`src/rtl/pwm_spi_host.sv`:
```
// -----------------------------------------------------------------------------
// pwm_spi_host
//   SPI initiator (mode 0, MSB first) that turns one accepted command into one
//   16-bit frame for the PWM peripheral: an instruction byte {write, 0, addr}
//   followed by a data byte (write data, or 8'h00 while reading miso).
//
// Ports
//   clk, rst        single clock, synchronous active-high reset
//   cmd_valid/ready command handshake (ready only while IDLE and not in reset)
//   cmd_write       1 = register write, 0 = register read
//   cmd_addr        6-bit register address
//   cmd_wdata       write data (ignored for reads)
//   rsp_valid       one-cycle pulse when a frame completes
//   rsp_rdata       read data (8'h00 after a write), held until next rsp_valid
//   busy            frame in progress, including the post-frame gap
//   sclk/cs_n/mosi  SPI outputs (sclk idles low, cs_n active low)
//   miso            SPI input from the peripheral
// -----------------------------------------------------------------------------
module pwm_spi_host #(
  parameter int CLK_DIV  = 4,
  parameter int CS_SETUP = 2,
  parameter int CS_HOLD  = 2,
  parameter int IDLE_GAP = 2
) (
  input  logic       clk,
  input  logic       rst,
  input  logic       cmd_valid,
  output logic       cmd_ready,
  input  logic       cmd_write,
  input  logic [5:0] cmd_addr,
  input  logic [7:0] cmd_wdata,
  output logic       rsp_valid,
  output logic [7:0] rsp_rdata,
  output logic       busy,
  output logic       sclk,
  output logic       cs_n,
  output logic       mosi,
  input  logic       miso
);

  // One shared phase counter serves every timed phase, so it is sized for the
  // longest of them and cleared at each phase boundary.
  localparam int MAX_A   = (CLK_DIV > CS_SETUP) ? CLK_DIV : CS_SETUP;
  localparam int MAX_B   = (CS_HOLD > IDLE_GAP) ? CS_HOLD : IDLE_GAP;
  localparam int CNT_MAX = ((MAX_A > MAX_B) ? MAX_A : MAX_B) - 1;
  localparam int CNT_W   = (CNT_MAX < 1) ? 1 : $clog2(CNT_MAX + 1);

  localparam logic [CNT_W-1:0] DIV_LAST   = CNT_W'(CLK_DIV - 1);
  localparam logic [CNT_W-1:0] SETUP_LAST = CNT_W'(CS_SETUP - 1);
  localparam logic [CNT_W-1:0] HOLD_LAST  = CNT_W'(CS_HOLD - 1);
  localparam logic [CNT_W-1:0] GAP_LAST   = CNT_W'(IDLE_GAP - 1);

  typedef enum logic [2:0] {
    S_IDLE,
    S_SETUP,
    S_SHIFT,
    S_HOLD,
    S_GAP
  } state_t;

  state_t           r_state, w_state;
  logic [CNT_W-1:0] r_cnt, w_cnt;
  logic [3:0]       r_bit, w_bit;
  logic [15:0]      r_shreg, w_shreg;
  logic [7:0]       r_rx, w_rx;
  logic             r_sclk, w_sclk;
  logic             r_cs_n, w_cs_n;
  logic             r_mosi, w_mosi;
  logic             r_rsp_valid, w_rsp_valid;
  logic [7:0]       r_rsp_rdata, w_rsp_rdata;
  logic             w_accept;

  assign cmd_ready = (r_state == S_IDLE) && !rst;
  assign w_accept  = cmd_valid && cmd_ready;
  assign busy      = (r_state != S_IDLE);
  assign sclk      = r_sclk;
  assign cs_n      = r_cs_n;
  assign mosi      = r_mosi;
  assign rsp_valid = r_rsp_valid;
  assign rsp_rdata = r_rsp_rdata;

  always_comb begin
    w_state     = r_state;
    w_cnt       = r_cnt;
    w_bit       = r_bit;
    w_shreg     = r_shreg;
    w_rx        = r_rx;
    w_sclk      = r_sclk;
    w_cs_n      = r_cs_n;
    w_mosi      = r_mosi;
    w_rsp_valid = 1'b0;
    w_rsp_rdata = r_rsp_rdata;

    case (r_state)
      S_IDLE: begin
        w_cs_n = 1'b1;
        w_sclk = 1'b0;
        if (w_accept) begin
          w_shreg = {cmd_write, 1'b0, cmd_addr, (cmd_write ? cmd_wdata : 8'h00)};
          w_mosi  = cmd_write;  // bit 15 of the frame
          w_cs_n  = 1'b0;
          w_cnt   = '0;
          w_state = S_SETUP;
        end
      end

      S_SETUP: begin
        if (r_cnt == SETUP_LAST) begin
          // First rising edge of sclk; miso is sampled on every 0->1 edge.
          w_state = S_SHIFT;
          w_cnt   = '0;
          w_bit   = 4'd15;
          w_sclk  = 1'b1;
          w_rx    = {r_rx[6:0], miso};
        end else begin
          w_cnt = r_cnt + 1'b1;
        end
      end

      S_SHIFT: begin
        if (r_cnt == DIV_LAST) begin
          w_cnt = '0;
          if (r_sclk) begin
            // Falling edge: the only place mosi moves. After bit 0 it parks low.
            w_sclk = 1'b0;
            w_mosi = (r_bit == 4'd0) ? 1'b0 : r_shreg[r_bit - 4'd1];
          end else if (r_bit == 4'd0) begin
            w_state = S_HOLD;
          end else begin
            w_sclk = 1'b1;
            w_bit  = r_bit - 4'd1;
            w_rx   = {r_rx[6:0], miso};
          end
        end else begin
          w_cnt = r_cnt + 1'b1;
        end
      end

      S_HOLD: begin
        if (r_cnt == HOLD_LAST) begin
          // After 16 samples r_rx holds exactly the second (data) byte.
          w_state     = S_GAP;
          w_cnt       = '0;
          w_cs_n      = 1'b1;
          w_rsp_valid = 1'b1;
          w_rsp_rdata = r_shreg[15] ? 8'h00 : r_rx;
        end else begin
          w_cnt = r_cnt + 1'b1;
        end
      end

      S_GAP: begin
        if (r_cnt == GAP_LAST) begin
          w_state = S_IDLE;
          w_cnt   = '0;
        end else begin
          w_cnt = r_cnt + 1'b1;
        end
      end

      default: begin
        w_state = S_IDLE;
        w_cnt   = '0;
      end
    endcase
  end

  always_ff @(posedge clk) begin
    if (rst) begin
      r_state     <= S_IDLE;
      r_cnt       <= '0;
      r_bit       <= '0;
      r_sclk      <= 1'b0;
      r_cs_n      <= 1'b1;
      r_mosi      <= 1'b0;
      r_rsp_valid <= 1'b0;
      r_rsp_rdata <= 8'h00;
    end else begin
      r_state     <= w_state;
      r_cnt       <= w_cnt;
      r_bit       <= w_bit;
      r_sclk      <= w_sclk;
      r_cs_n      <= w_cs_n;
      r_mosi      <= w_mosi;
      r_rsp_valid <= w_rsp_valid;
      r_rsp_rdata <= w_rsp_rdata;
    end
  end

  // Frame and receive shifters carry data only; their contents are always
  // rewritten before use, so they need no reset.
  always_ff @(posedge clk) begin
    r_shreg <= w_shreg;
    r_rx    <= w_rx;
  end

endmodule

```
`config.mk`:
```
export PLATFORM = sky130hd
export DESIGN_NAME = pwm_spi_host
export DESIGN_NICKNAME = d
export VERILOG_FILES = /design/src/rtl/pwm_spi_host.sv
export SDC_FILE = /design/constraint.sdc
export NUM_CORES = 1
export LEC_CHECK = 0
export ABC_CLOCK_PERIOD_IN_PS = 4250
export CAP_MARGIN = 10
export CORE_AREA = 2 2 69 71
export CTS_BUF_LIST = sky130_fd_sc_hd__clkbuf_4 sky130_fd_sc_hd__clkbuf_8
export DETAILED_ROUTE_END_ITERATION = 6
export DIE_AREA = 0 0 71 73
export PLACE_DENSITY = 0.68
export SYNTH_ARGS = -nofsm -noshare
export SYNTH_HDL_FRONTEND = slang
export SYNTH_SLANG_ARGS = --single-unit
```
`constraint.sdc`:
```
create_clock -name clk -period 4.25 [get_ports clk]
set_input_delay 1.275 -clock clk [delete_from_list [all_inputs] [get_ports clk]]
set_output_delay 1.275 -clock clk [all_outputs]
set_load 0.05 [all_outputs]
```
# Word level (Yosys, flattened, before mapping)
# Cells that the tools add are included.
# totals
inputBits	19
ff_bits	44
out_inout_bits	14
word_cells	87
# classes
add_sub_neg	2
mux	38
eq_ne	15
magnitude_cmp	1
bitwise_logic	1
n_reduce_logical	19
# ops
operator	n
8-bit 2-to-1 mux	5
3-bit 2-to-1 mux	7
2-bit inequality test (second input constant)	9
4-bit 2-to-1 mux	4
8-bit one-hot mux with 2 select lines	1
3-bit one-hot mux with 5 select lines	1
1-bit 2-to-1 mux	11
4-bit one-hot mux with 2 select lines	1
7-bit AND reduction	1
3-bit by 2-bit == test with 1-bit output (second input constant)	2
2-bit 2-to-1 mux	3
2-bit one-hot mux with 3 select lines	1
2-bit AND reduction	3
2-bit nonzero test	3
3-bit nonzero test	2
4-bit by 5-bit < comparator with 1-bit output (second input constant)	1
5-bit AND reduction	1
1-bit binary-select mux with 4-bit select	1
4-bit zero test	1
1-bit one-hot mux with 2 select lines	2
4-bit AND reduction	1
4-bit by 1-bit subtractor with 4-bit output (second input constant)	1
3-bit by 1-bit == test with 1-bit output (second input constant)	1
3-bit == test (second input constant)	1
other kinds (11)	12

# Logic depth before layout (Yosys ltp)
# Gate-level depths: netlist of run 1.
# logic_depth
ltp_word	7
mapped_depth	7
depth_no_buf	6

# Worst setup path after synthesis of run 1
# No wires, ideal clock.
# synth_path
path_type	in2out
from	in rst
to	out cmd_ready
t_required_ps	2975
stages	2
n_path_buf	1
setup_slack_ps	840
t_arrival_ps	2135
path_cell_list	clkbuf_1 > nor2_1
# synth_between
elab_chain_len	2
# synth_lines
element	line	text
start, declared	26	input logic rst,
1-bit zero test	73	assign cmd_ready = (r_state == S_IDLE) && !rst;
1-bit logical AND	73	
end, declared	28	output logic cmd_ready,
# Every way passes these cells.

# Worst setup path after layout of run 1
# layout_path
from	reg r_state[2]
to	out busy
# layout_between
elab_chain_len	1
# layout_lines
element	line	text
start, declared	61	state_t r_state, w_state;
start signal, assigned	179	r_state <= w_state;
3-bit nonzero test	75	assign busy = (r_state != S_IDLE);
end, declared	34	output logic busy,
# Every way passes these cells.

==> results.cfg, run 1 <==
[pwr]
ir_drop_mv = 0.190
switchingPower_w = 0.000504
switching_share_pct = 36.6
powerDensity_nw_per_um2 = 571
pwr-share-clk_pct = 19.1
p_int_w = 0.000872
seq_power_share_pct = 45.2
combPwrFrac_pct = 35.7
power.leakage_nw = 0.838

[detailed_routing]
post_drt_wl_per_cell_um = 15.6
via_per_inst = 5.63
first_pass_iters = 4
post-route-drc-count = 0
drt_iter0_markers = 97
vias = 1402
final_antenna_net_count = 0
wl_mm = 3.88

[placement]
dp.cells = 241
hpwl_mm = 2.79
port_buffers = 32
pre_cts_ws_ns = 0.791
gp_congestion = 0.787

[synthesis]
synth-simple-area-share_pct = 15.6
synth-main-ff-cell = edfxtp_1
synth_fa_ha_area_share_pct = 2.55
synth_compound_area_share_pct = 14.9
syn_area_per_cell_um2 = 12.0
yosys_warnings = 0
synth_top_area_share_pct = 35.2
async_flop_share_pct = 0
synthDistinctLibCells = 46
synth_cells = 163
synth_top_family_by_area = simple AND/OR/NAND/NOR gates
synth-edff-count = 23
synthXorXnorAreaFrac_pct = 1.34
ys_seq_elements = 44
ys_seq_area_share_pct = 56.7
synth_mux_area_share_pct = 5.49
netlist_area_um2 = 1960
syn_nets = 186
synth_top_area_cell = edfxtp_1
synth_area_leaders = edfxtp_1 35%, dfxtp_1 21%, a22o_1 4.0%

[global_routing]
antenna_found_initial = 0
grt_overflow = 0
grt_usage_pct = 16.3
grt_pass1_wl_mm = 6.50
grt_max_degree = 22
grt_pass1_vias = 1409

[floorplan]
core-area_um2 = 4540
die-area_um2 = 5180
start_util_pct = 43.2
rows = 25
fp.dieW_um = 71
ios = 33
die_h_um = 73

[sta]
timing.final.ws_setup_ns = 0.785
hold_violations = 0
tightest_slew_ns = 0.753
slew_violations = 0
max_freq_mhz = 289
rsz0062_at_grt = false
post-route-period-util_pct = 81.5
period_needed_ns = 3.47
setup_tns_ns = 0
relSlewSlack_pct = 49.4
setup_viol = 0
finalClockSkew_ns = 0.00974

[cts]
cts_hold_buf = 0
clk_latency_ns = 0.30
cts_resized = 0
root_buffer = clkbuf_8
cts_tree = built
numCtsBuffers = 5
htree_num_levels = 2
cts.path.max_buffers = 2
clk_pin_slew_worst_paths_ns = 0.09
clock_sinks = 44
cts_setup_buffers = 0

[worst_hold_path]
hp-class = flip-flop to flip-flop

[setup_path]
worst-path-max-fanout = 21
worstSetupPathType = flip-flop to output pin
cp.required_ns = 2.97
endpoint_kind = output pin
worstSetupEndpoint = busy
cp-start-kind = flip-flop
reg2reg_setup_slack_ns = 1.80
crit_start = r_state[2]
timing.rr.end = r_rx[3]
r2r-start = r_state[1]
reg2reg_depth = 3
arrival_ns = 2.19

[layout]
areaGrowthSynthToFinish_pct = 23.0
nNetsFinal = 217
mostFrequentLayoutCells = 31 x clkdlybuf4s50_1, 23 x edfxtp_1, 21 x dfxtp_1
antenna_cells = 0
fillerInstances = 381
fin_util_pct = 53.1
final_layout_size_suffix_gt1_share_pct = 8.72
fin_cells = 249
final_common_cell = clkdlybuf4s50_1

[run]
cap_violations = 0

[run_status]
status = finished, final reports clean
## sequential cells by signal, summed over array words and instances (netlist names)
register and flops:
mosi 1, sclk 1, rsp_valid 1, cs_n 1, r_shreg 15, r_cnt 2, r_bit 4, rsp_rdata 8
r_state 3, r_rx 8
## routing by layer
metal  global-route usage [%]  part of all wire, %  vias up
met5                        0                    0        -
met4                     6.92                  2.1        0
met3                     4.70                  5.8        9
met2                     28.5                   51       49
met1                     18.7                   41      663
li1                         -                    -      681
## metrics by stage
step	total power (W)	instance area [µm²]	hold WS [ns]
2_1_floorplan	0.000981	1960	0.427
3_3_place_gp	0.00110	2320	0.437
3_5_place_dp	0.00112	2320	0.439
4_1_cts	0.00139	2410	0.460
5_1_grt	0.00146	2410	0.475
6_report	0.00138	2410	0.454
## worst min-delay path by stage
stage,slack [ns],to,startpoint,cells after the start
CTS,0.46,r_rx[7],r_rx[6],0
global route,0.47,r_rx[7],r_rx[6],0
detailed placement,0.44,r_rx[7],r_rx[6],0
finish,0.45,r_rx[6],r_rx[5],0
global placement,0.44,r_rx[2],r_rx[1],0
floorplan,0.43,r_rx[1],r_rx[0],0
## final cells by class
class                   count  area (µm²)  share of cell area, %
flip-flops and latches     44        1110                   46.1
multi-input cells         104         782                   32.5
repair buffers             33         338                   14.0
inverters                   6        22.5                  0.935
clock buffers               6        76.3                   3.17
well taps                  54        67.6                   2.80
clock inverters             2        12.5                  0.519
## critical path: stages, from the launching register on
cell             delay, ns
dfxtp_1               0.77
nor3_1                0.19
inv_1                 0.12
clkdlybuf4s50_1       0.81
## Yosys cell counts, types with 2 or more instances
master,count
nand3_1,2
buf_2,2
mux2i_1,4
dfxtp_1,21
and2_1,10
a22o_1,9
edfxtp_1,23
a31oi_1,3
o211ai_1,2
ha_1,4
a211oi_1,6
nand2_1,3
o21ai_0,3
nor3_1,5
nor2_1,11
nor3b_1,6
clkbuf_1,5
a21oi_1,3
nand2b_1,3
xor2_1,3
mux4_2,3
inv_1,6
or4_1,2
a311oi_1,2
## cell families after synthesis
logic type                 after synthesis
and+or+nand+nor                         52
DFF                                     44
AOI/OAI and AO/OA                       38
buffers and inverters                   15
muxes                                    7
adders and majority gates                4
xor gates and xnor gates                 3
## power groups by stage
stage          registers [W]  logic [W]  clock network, W
2_1_floorplan       0.000611   0.000370                 0
3_3_place_gp        0.000622   0.000475                 0
3_5_place_dp        0.000629   0.000492                 0
4_1_cts             0.000621   0.000494          0.000272
5_1_grt             0.000637   0.000539          0.000286
6_report            0.000622   0.000491          0.000263
No activity file was read; power rests on OpenSTA's default activity.
==> run 2, diff against run 1 <==
ABC_CLOCK_PERIOD_IN_PS = 3300   (was 4250)
clock period = 3.3 ns   (was 4.25 ns; I/O delays follow)
==> results.cfg, run 2 (synthesis gave the netlist of run 1 again) <==
[run_status]
status = finished, final reports clean

[worst_hold_path]
hold_end = r_rx[7]
min_from = r_rx[6]
hold_path_depth = 0
hp-class = flip-flop to flip-flop

[sta]
relSlewSlack_pct = 59.2
setup_tns_ns = 0
hold_violations = 0
setup_viol = 0
max_freq_mhz = 343
post-route-period-util_pct = 88.3
tightest_slew_ns = 0.610
rsz0062_at_grt = false
period_needed_ns = 2.91
finalClockSkew_ns = 0.00812
slew_violations = 0

[setup_path]
reg2reg_depth = 5
arrival_ns = 1.92
crit_start = r_state[1]
r2r-start = r_bit[0]
reg2reg_setup_slack_ns = 0.92
timing.rr.end = r_rx[6]
worstPathCellList = nor3_1, inv_1, clkdlybuf4s50_1
worstSetupPathType = flip-flop to output pin
cp_num_buf_inv = 2
cpLargestDelayFamily = buffers and inverters
worst-path-max-fanout = 4
cp.required_ns = 2.31
cp-start-kind = flip-flop
endpoint_kind = output pin
cpPeakStageDelay_ns = 0.72
cpMaxStageDelayCell = clkdlybuf4s50_1

[detailed_routing]
vias = 1412
wl_met1_mm = 1.54
post-route-drc-count = 0
dr_wl_met2_mm = 1.89
wl_mm = 3.70
drt_iter0_markers = 103
top_layer = met4
via_per_inst = 5.56
first_pass_iters = 4
final_antenna_net_count = 0
dr_wl_met3_um = 185
post_drt_wl_per_cell_um = 14.6

[layout]
mostFrequentLayoutCells = 31 x clkdlybuf4s50_1, 23 x edfxtp_1, 21 x dfxtp_1
fin_cells = 254
final_layout_size_suffix_gt1_share_pct = 11.0
regMostFlops = r_shreg
antenna_cells = 0
final_common_cell = clkdlybuf4s50_1
nNetsFinal = 222
largest_register_ffs = 15
areaGrowthSynthToFinish_pct = 26.3

[cts]
htree_num_levels = 2
cts_hold_buf = 0
clk_pin_slew_worst_paths_ns = 0.08
clk_latency_ns = 0.30
cts_resized = 0
cts_tree = built
cts_setup_buffers = 0
root_buffer = clkbuf_8
clock_sinks = 44
cts.path.max_buffers = 2
numCtsBuffers = 5

[floorplan]
core-area_um2 = 4540
fp.dieW_um = 71
ios = 33
die_h_um = 73
rows = 25
die-area_um2 = 5180
start_util_pct = 43.2

[placement]
gp_congestion = 0.805
dp.cells = 246
port_buffers = 32
hpwl_mm = 2.70

[global_routing]
grt_pass1_vias = 1385
grt_usage_pct = 15.7
grt_pass1_wl_mm = 6.27
grt_overflow = 0
antenna_found_initial = 0
grt_max_degree = 21

[pwr]
powerDensity_nw_per_um2 = 753
p_total_w = 0.00186
ir_drop_mv = 0.303
power.leakage_nw = 0.879

[run]
cap_violations = 0
run 2: routing by layer:
metal	up-vias	track usage [%]
met5	-	0
met4	0	7.34
met3	10	4.83
met2	48	27.3
met1	665	17.7
li1	689	-
run 2: how the worst max path moves through the flow:
stage / to / slack (ns) / depth (start not counted)
floorplan: cmd_ready / 0.46 / 2
global placement: cmd_ready / 0.39 / 3
detailed placement: cmd_ready / 0.40 / 3
CTS: cmd_ready / 0.39 / 3
global route: busy / 0.29 / 3
finish: busy / 0.39 / 3
run 2: stage by stage:
stage | hold WS, ns | worst slack [ns] | instance area [µm²] | util (%)
2_1_floorplan | 0.427 | 0.460 | 1960 | -
3_3_place_gp | 0.437 | 0.390 | 2360 | 52.0
3_5_place_dp | 0.435 | 0.399 | 2360 | 52.0
4_1_cts | 0.455 | 0.395 | 2470 | 54.6
5_1_grt | 0.479 | 0.289 | 2470 | 54.6
6_report | 0.453 | 0.386 | 2470 | 54.6
run 2: cell type report:
type	count	area, µm²
Timing Repair Buffer	38	375
Fill cell	367	2060
Inverter	6	22.5
Multi-Input combinational cell	104	782
Clock buffer	5	68.8
Tap cell	54	67.6
Clock inverter	3	47.5
Sequential cell	44	1110
run 2: power by group:
| part | switching, W | leakage [nW] | internal [W] |
|---|---|---|---|
| sequential | 0.0000776 | 0.386 | 0.000694 |
| clock | 0.000189 | 0.0583 | 0.000228 |
| combinational | 0.000390 | 0.434 | 0.000286 |
| total | 0.000657 | 0.879 | 0.00121 |
==> run 3, diff against run 2 <==
TNS_END_PERCENT = 20   (was unset)
==> results of run 3 <==
Final layout, timing and power as in run 2 (identical DEF).
